$ cat src/rtl/video_pkg.sv
// Shared types and constants for the video intensity path.
// Provides intensity and control widths, the envelope FSM state type and the decay-step helper.
package video_pkg;

    localparam int INTENSITY_W = 8;
    localparam int KNOB_W      = 10;
    localparam int STEP_W      = 6;

    typedef logic [INTENSITY_W-1:0] intensity_t;
    typedef logic [KNOB_W-1:0]      knob_t;
    typedef logic [STEP_W-1:0]      step_t;

    typedef enum logic [1:0] {
        IDLE,
        UPDATE,
        COMMIT
    } env_state_t;

    // Top five control bits select a per-frame decay of 1..32.
    function automatic step_t knob_to_step(input knob_t ctl);
        return step_t'(ctl[KNOB_W-1:KNOB_W-5]) + step_t'(1);
    endfunction

endpackage

$ cat src/rtl/envelope_lane_calc.sv
// Combinational per-instrument envelope step: saturating decay, instant attack, hit hold.
// Ports: e (current envelope), p (snapped peak), step, hold -> new_env, next_hold.
module envelope_lane_calc
    import video_pkg::*;
#(
    parameter int HIT_THRESHOLD   = 32,
    parameter int HIT_HOLD_FRAMES = 4,
    parameter int HOLD_W          = $clog2(HIT_HOLD_FRAMES + 1)
) (
    input  intensity_t        e,
    input  intensity_t        p,
    input  step_t             step,
    input  logic [HOLD_W-1:0] hold,
    output intensity_t        new_env,
    output logic [HOLD_W-1:0] next_hold
);

    intensity_t step_ext;
    intensity_t decayed;
    logic [INTENSITY_W:0] e_plus_thr;
    logic hit_now;

    assign step_ext = intensity_t'(step);

    // Saturate at zero instead of wrapping.
    assign decayed = (e > step_ext) ? (e - step_ext) : '0;

    assign new_env = (p > decayed) ? p : decayed;

    // One extra bit so e + threshold cannot overflow; compares against pre-decay e.
    assign e_plus_thr = {1'b0, e} + (INTENSITY_W + 1)'(HIT_THRESHOLD);
    assign hit_now    = {1'b0, p} > e_plus_thr;

    always_comb begin
        next_hold = hold;
        if (hit_now) begin
            next_hold = HOLD_W'(HIT_HOLD_FRAMES);
        end else if (hold != '0) begin
            next_hold = hold - HOLD_W'(1);
        end
    end

endmodule

$ cat src/rtl/intensity_envelope.sv
// Frame-rate envelope follower: one shared lane walks the instruments, then all outputs commit at once.
// Ports: clk, rst, new_frame, peak_intensity[], decay_knob -> envelope[], hit[], envelope_valid, frame_overrun.
module intensity_envelope
    import video_pkg::*;
#(
    parameter int INSTRUMENT_COUNT = 3,
    parameter int HIT_THRESHOLD    = 32,
    parameter int HIT_HOLD_FRAMES  = 4
) (
    input  logic                                          clk,
    input  logic                                          rst,
    input  logic                                          new_frame,
    input  logic [INSTRUMENT_COUNT-1:0][INTENSITY_W-1:0]  peak_intensity,
    input  logic [KNOB_W-1:0]                             decay_knob,
    output logic [INSTRUMENT_COUNT-1:0][INTENSITY_W-1:0]  envelope,
    output logic [INSTRUMENT_COUNT-1:0]                   hit,
    output logic                                          envelope_valid,
    output logic                                          frame_overrun
);

    localparam int HOLD_W = $clog2(HIT_HOLD_FRAMES + 1);
    localparam int IDX_W  = (INSTRUMENT_COUNT > 1) ? $clog2(INSTRUMENT_COUNT) : 1;
    localparam logic [IDX_W-1:0] LAST_IDX = IDX_W'(INSTRUMENT_COUNT - 1);

    env_state_t        state;
    logic [IDX_W-1:0]  idx;
    step_t             step;
    intensity_t        snap   [INSTRUMENT_COUNT];
    intensity_t        shadow [INSTRUMENT_COUNT];
    logic [HOLD_W-1:0] hold   [INSTRUMENT_COUNT];

    intensity_t        lane_e;
    intensity_t        lane_p;
    logic [HOLD_W-1:0] lane_hold;
    intensity_t        lane_env;
    logic [HOLD_W-1:0] lane_next_hold;

    // Committed envelope is stable through UPDATE, so it is the lane's "previous" value.
    assign lane_e    = envelope[idx];
    assign lane_p    = snap[idx];
    assign lane_hold = hold[idx];

    envelope_lane_calc #(
        .HIT_THRESHOLD   (HIT_THRESHOLD),
        .HIT_HOLD_FRAMES (HIT_HOLD_FRAMES),
        .HOLD_W          (HOLD_W)
    ) u_lane (
        .e         (lane_e),
        .p         (lane_p),
        .step      (step),
        .hold      (lane_hold),
        .new_env   (lane_env),
        .next_hold (lane_next_hold)
    );

    always_ff @(posedge clk or posedge rst) begin
        if (rst) begin
            state          <= IDLE;
            idx            <= '0;
            step           <= '0;
            envelope       <= '0;
            hit            <= '0;
            envelope_valid <= 1'b0;
            frame_overrun  <= 1'b0;
            for (int i = 0; i < INSTRUMENT_COUNT; i++) begin
                snap[i]   <= '0;
                shadow[i] <= '0;
                hold[i]   <= '0;
            end
        end else begin
            envelope_valid <= 1'b0;
            unique case (state)
                IDLE: begin
                    if (new_frame) begin
                        for (int i = 0; i < INSTRUMENT_COUNT; i++) begin
                            snap[i] <= peak_intensity[i];
                        end
                        step  <= knob_to_step(decay_knob);
                        idx   <= '0;
                        state <= UPDATE;
                    end
                end
                UPDATE: begin
                    if (new_frame) begin
                        frame_overrun <= 1'b1;
                    end
                    shadow[idx] <= lane_env;
                    hold[idx]   <= lane_next_hold;
                    if (idx == LAST_IDX) begin
                        state <= COMMIT;
                    end else begin
                        idx <= idx + IDX_W'(1);
                    end
                end
                COMMIT: begin
                    if (new_frame) begin
                        frame_overrun <= 1'b1;
                    end
                    for (int i = 0; i < INSTRUMENT_COUNT; i++) begin
                        envelope[i] <= shadow[i];
                        hit[i]      <= (hold[i] != '0);
                    end
                    envelope_valid <= 1'b1;
                    state          <= IDLE;
                end
                default: begin
                    state <= IDLE;
                end
            endcase
        end
    end

endmodule

$ cat config.mk
export PLATFORM = sky130hd
export DESIGN_NAME = intensity_envelope
export DESIGN_NICKNAME = d
export VERILOG_FILES = /design/src/rtl/video_pkg.sv /design/src/rtl/envelope_lane_calc.sv /design/src/rtl/intensity_envelope.sv
export SDC_FILE = /design/constraint.sdc
export NUM_CORES = 1
export LEC_CHECK = 0
export ABC_AREA = 1
export CAP_MARGIN = 0
export CORE_MARGIN = 4
export CORE_UTILIZATION = 51
export DETAILED_ROUTE_END_ITERATION = 8
export PLACE_DENSITY_LB_ADDON = 0.25
export SKIP_LAST_GASP = 1
export SLEW_MARGIN = 0
export SYNTH_ARGS = -nofsm -noshare
export SYNTH_HDL_FRONTEND = slang
export SYNTH_HIERARCHICAL = 1
export SYNTH_SLANG_ARGS = --single-unit
export TNS_END_PERCENT = 50
$ cat constraint.sdc
create_clock -name clk -period 3.5 [get_ports clk]
set_clock_uncertainty 0.15 [all_clocks]
set_input_delay 0.875 -clock clk [delete_from_list [all_inputs] [get_ports clk]]
set_output_delay 0.875 -clock clk [all_outputs]
set_load 0.005 [all_outputs]
==> flow_summary_export.csv <==
group,metric,value,unit
setup_path,crit_chain,"inv_2, nand2_2, buf_4, buf_4, o21ai_1, buf_4, ha_2, buf_4, nand3b_1, nand2_8, nor2_4, inv_2, ha_4, inv_2, nor2_2, o21ai_1, nand2_1, nand2_2, a21boi_4, buf_6, nand2_2, nand2_2, inv_4, o21ai_1",
route,routed_wirelength,12.7,mm
synthesis,async_flop_share,1.00,
grt,grt_pass1_vias,4626,
job,cap_violations,0,
floorplanning,num_rows,36,
floorplanning,io_pins,66,
clocking,cts_tree,"built",
clocking,cts.sinks,96,
outcome,outcome,"finished, violations left",
timing,tns,-1980,ps
floorplanning,core,9910,µm²
grt,grt_pass1_wl,21.1,mm
final_layout,post-route-util,0.700,
clocking,root_buffer,"clkbuf_8",
placed_design,portBuffers,60,
route,drt-vias-per-instance,5.13,
route,drt_iter0_markers,235,
final_layout,finalNonFillerCells,915,
floorplanning,die_y,109,µm
final_layout,final_nets,850,
final_layout,num_antenna_cells,0,
route,drt-pass1-iter-count,5,
synthesis,synthCells,670,
setup_path,max_stage_delay,420,ps
setup_path,crit_family,"buffers and inverters",
final_layout,final_area,6940,µm²
setup_path,critPathKind,"reg2reg",
timing,hold_violations,0,
setup_path,crit_fanout,8,
grt,gr-total-overflow,0,
route,ant_nets,0,
worst_hold_path,hold_class,"reg2reg",
timing,period_share,1.03,
timing,finalWorstSetupSlack,-107,ps
setup_path,start_kind,"flip-flop",
setup_path,crit_required,3640,ps
clocking,clkLatencyLatePin,380,ps
timing,worst_slew_pin_slew,912,ps
timing,report.final.slew_viol_count,0,
timing,timing.fmax,277,MHz
final_layout,layout_commonest_cell,"nand2_1",
synthesis,syn_avg_cell_area,7.82,µm²
synthesis,synth_cell_types,30,
setup_path,critPathBufInv,9,
final_layout,fillers,776,
clocking,clockBufferDepth,2,
grt,grt_max_degree,56,
floorplanning,start_util,0.529,
synthesis,ys_seq_area_frac,0.458,
outcome,violations,"negative setup slack",
floorplanning,die_w,109,µm
clocking,path_clk_slew,100,ps
timing,slew_headroom,0.386,
clocking,h-tree-depth,3,
setup_path,slowest_stage,"dfrtp_1",
synthesis,synth-seq-cells,96,
final_layout,layout-drive-gt1-share,0.215,
route,post_drt_wl_per_cell,13.8,µm
setup_path,cp-end-kind,"flip-flop",
synthesis,ys.flop_type,"dfrtp_1",
timing,finalCriticalPeriod,3610,ps
route,drc,0,
grt,grt_use_total,0.224,
timing,setup_viol,24,
synthesis,yosysWarnings,6,
placed_design,postPlaceCellArea,6280,µm²
timing,rsz0062_at_grt,"yes",
synthesis,synth_edf_count,0,
synthesis,synth_area,5240,µm²
clocking,cts_buffers,9,
final_layout,final_cell_mix,"nand2_1 (187), dfrtp_1 (96), inv_1 (76)",
route,vias,4695,
placed_design,dp_cells,888,
floorplanning,die_area,12000,µm²
synthesis,synth_nets,743,
final_layout,seqCellArea,2400,µm²
placed_design,gp_congestion,0.837,
final_layout,syn2layout_area_growth,32.4,%
placed_design,hpwlAfterDp,9.15,mm
final_layout,multi_input_area,2690,µm²
grt,grt_antenna_before_repair,0,
setup_path,cp.arrival,3750,ps
layout make-up:
cell class,count,share of cell area
Clock buffer,10,0.0184
Clock inverter,6,0.0114
Inverter,97,0.0538
Multi-Input combinational cell,452,0.388
Sequential cell,96,0.346
Tap cell,133,0.0240
Timing Repair Buffer,121,0.158
routing by layer:
layer / wire length [µm] / vias up / track usage
met5: 0 / - / 0
met4: 252 / 0 / 0.0739
met3: 521 / 18 / 0.0341
met1: 5450 / 2239 / 0.293
li1: - / 2325 / -
met2: 6440 / 113 / 0.381
Yosys cell counts (4+ instances only):
library cell / instances / share of area
nand2_1: 211 / 0.15
dfrtp_1: 96 / 0.46
inv_1: 94 / 0.067
o21ai_0: 90 / 0.086
ha_1: 35 / 0.084
nor2_1: 29 / 0.021
nand3_1: 25 / 0.024
buf_2: 15 / 0.014
a21oi_1: 12 / 0.011
clkbuf_1: 7 / 0.0050
o22ai_1: 7 / 0.0084
nor2_2: 6 / 0.0072
o21ai_1: 6 / 0.0057
nand2_2: 5 / 0.0060
nand4_1: 4 / 0.0048
xnor2_1: 4 / 0.0067
worst paths after layout:
check / from / end / slack (ps) / depth (start not counted)
worst max register to register: idx[0] / shadow[13] / -110 / 24
min in group asynchronous: rst / shadow[7] / 760 / 2
max in group asynchronous: rst / snap[11] / 1800 / 3
worst max-delay path: idx[0] / shadow[13] / -110 / 24
worst min register to register: frame_overrun / frame_overrun / 320 / 1
worst min-delay path: frame_overrun / frame_overrun / 320 / 1
registers in the layout, summed over array words and instances, names as in the netlist:
name            cells
envelope           24
snap               24
shadow             24
state               2
frame_overrun       1
hold                9
idx                 2
envelope_valid      1
hit                 3
step                6
kinds of logic (layout without fill, tap and decap cells):
kind of cell,count (synthesis),count (layout),synth area share
AO/OA/AOI/OAI,124,124,0.126
XOR/XNOR,6,6,0.0100
adder cells (fa/ha/maj),36,36,0.0874
buffers and inverters,122,234,0.0946
flip-flops,96,96,0.458
AND/OR/NAND/NOR,286,286,0.223
stage by stage:
step	setup WS, ps	hold slack (ps)
CTS	-79.9	323
finish	-107	319
global placement	-327	290
global route	-315	349
detailed placement	-397	298
floorplan	-13.2	294
what timing repair did:
action                                  in CTS  in global routing
hold buffers                                 0                  0
endpoints found under the setup margin      24                 24
buffers inserted                             8                  3
resized for setup                           83                 44
endpoints found under the hold margin        0                  0
pin swaps                                   39                 29
Power is not shown: default switching activity piles up to over one toggle a cycle in this logic, so the estimate is an artifact.
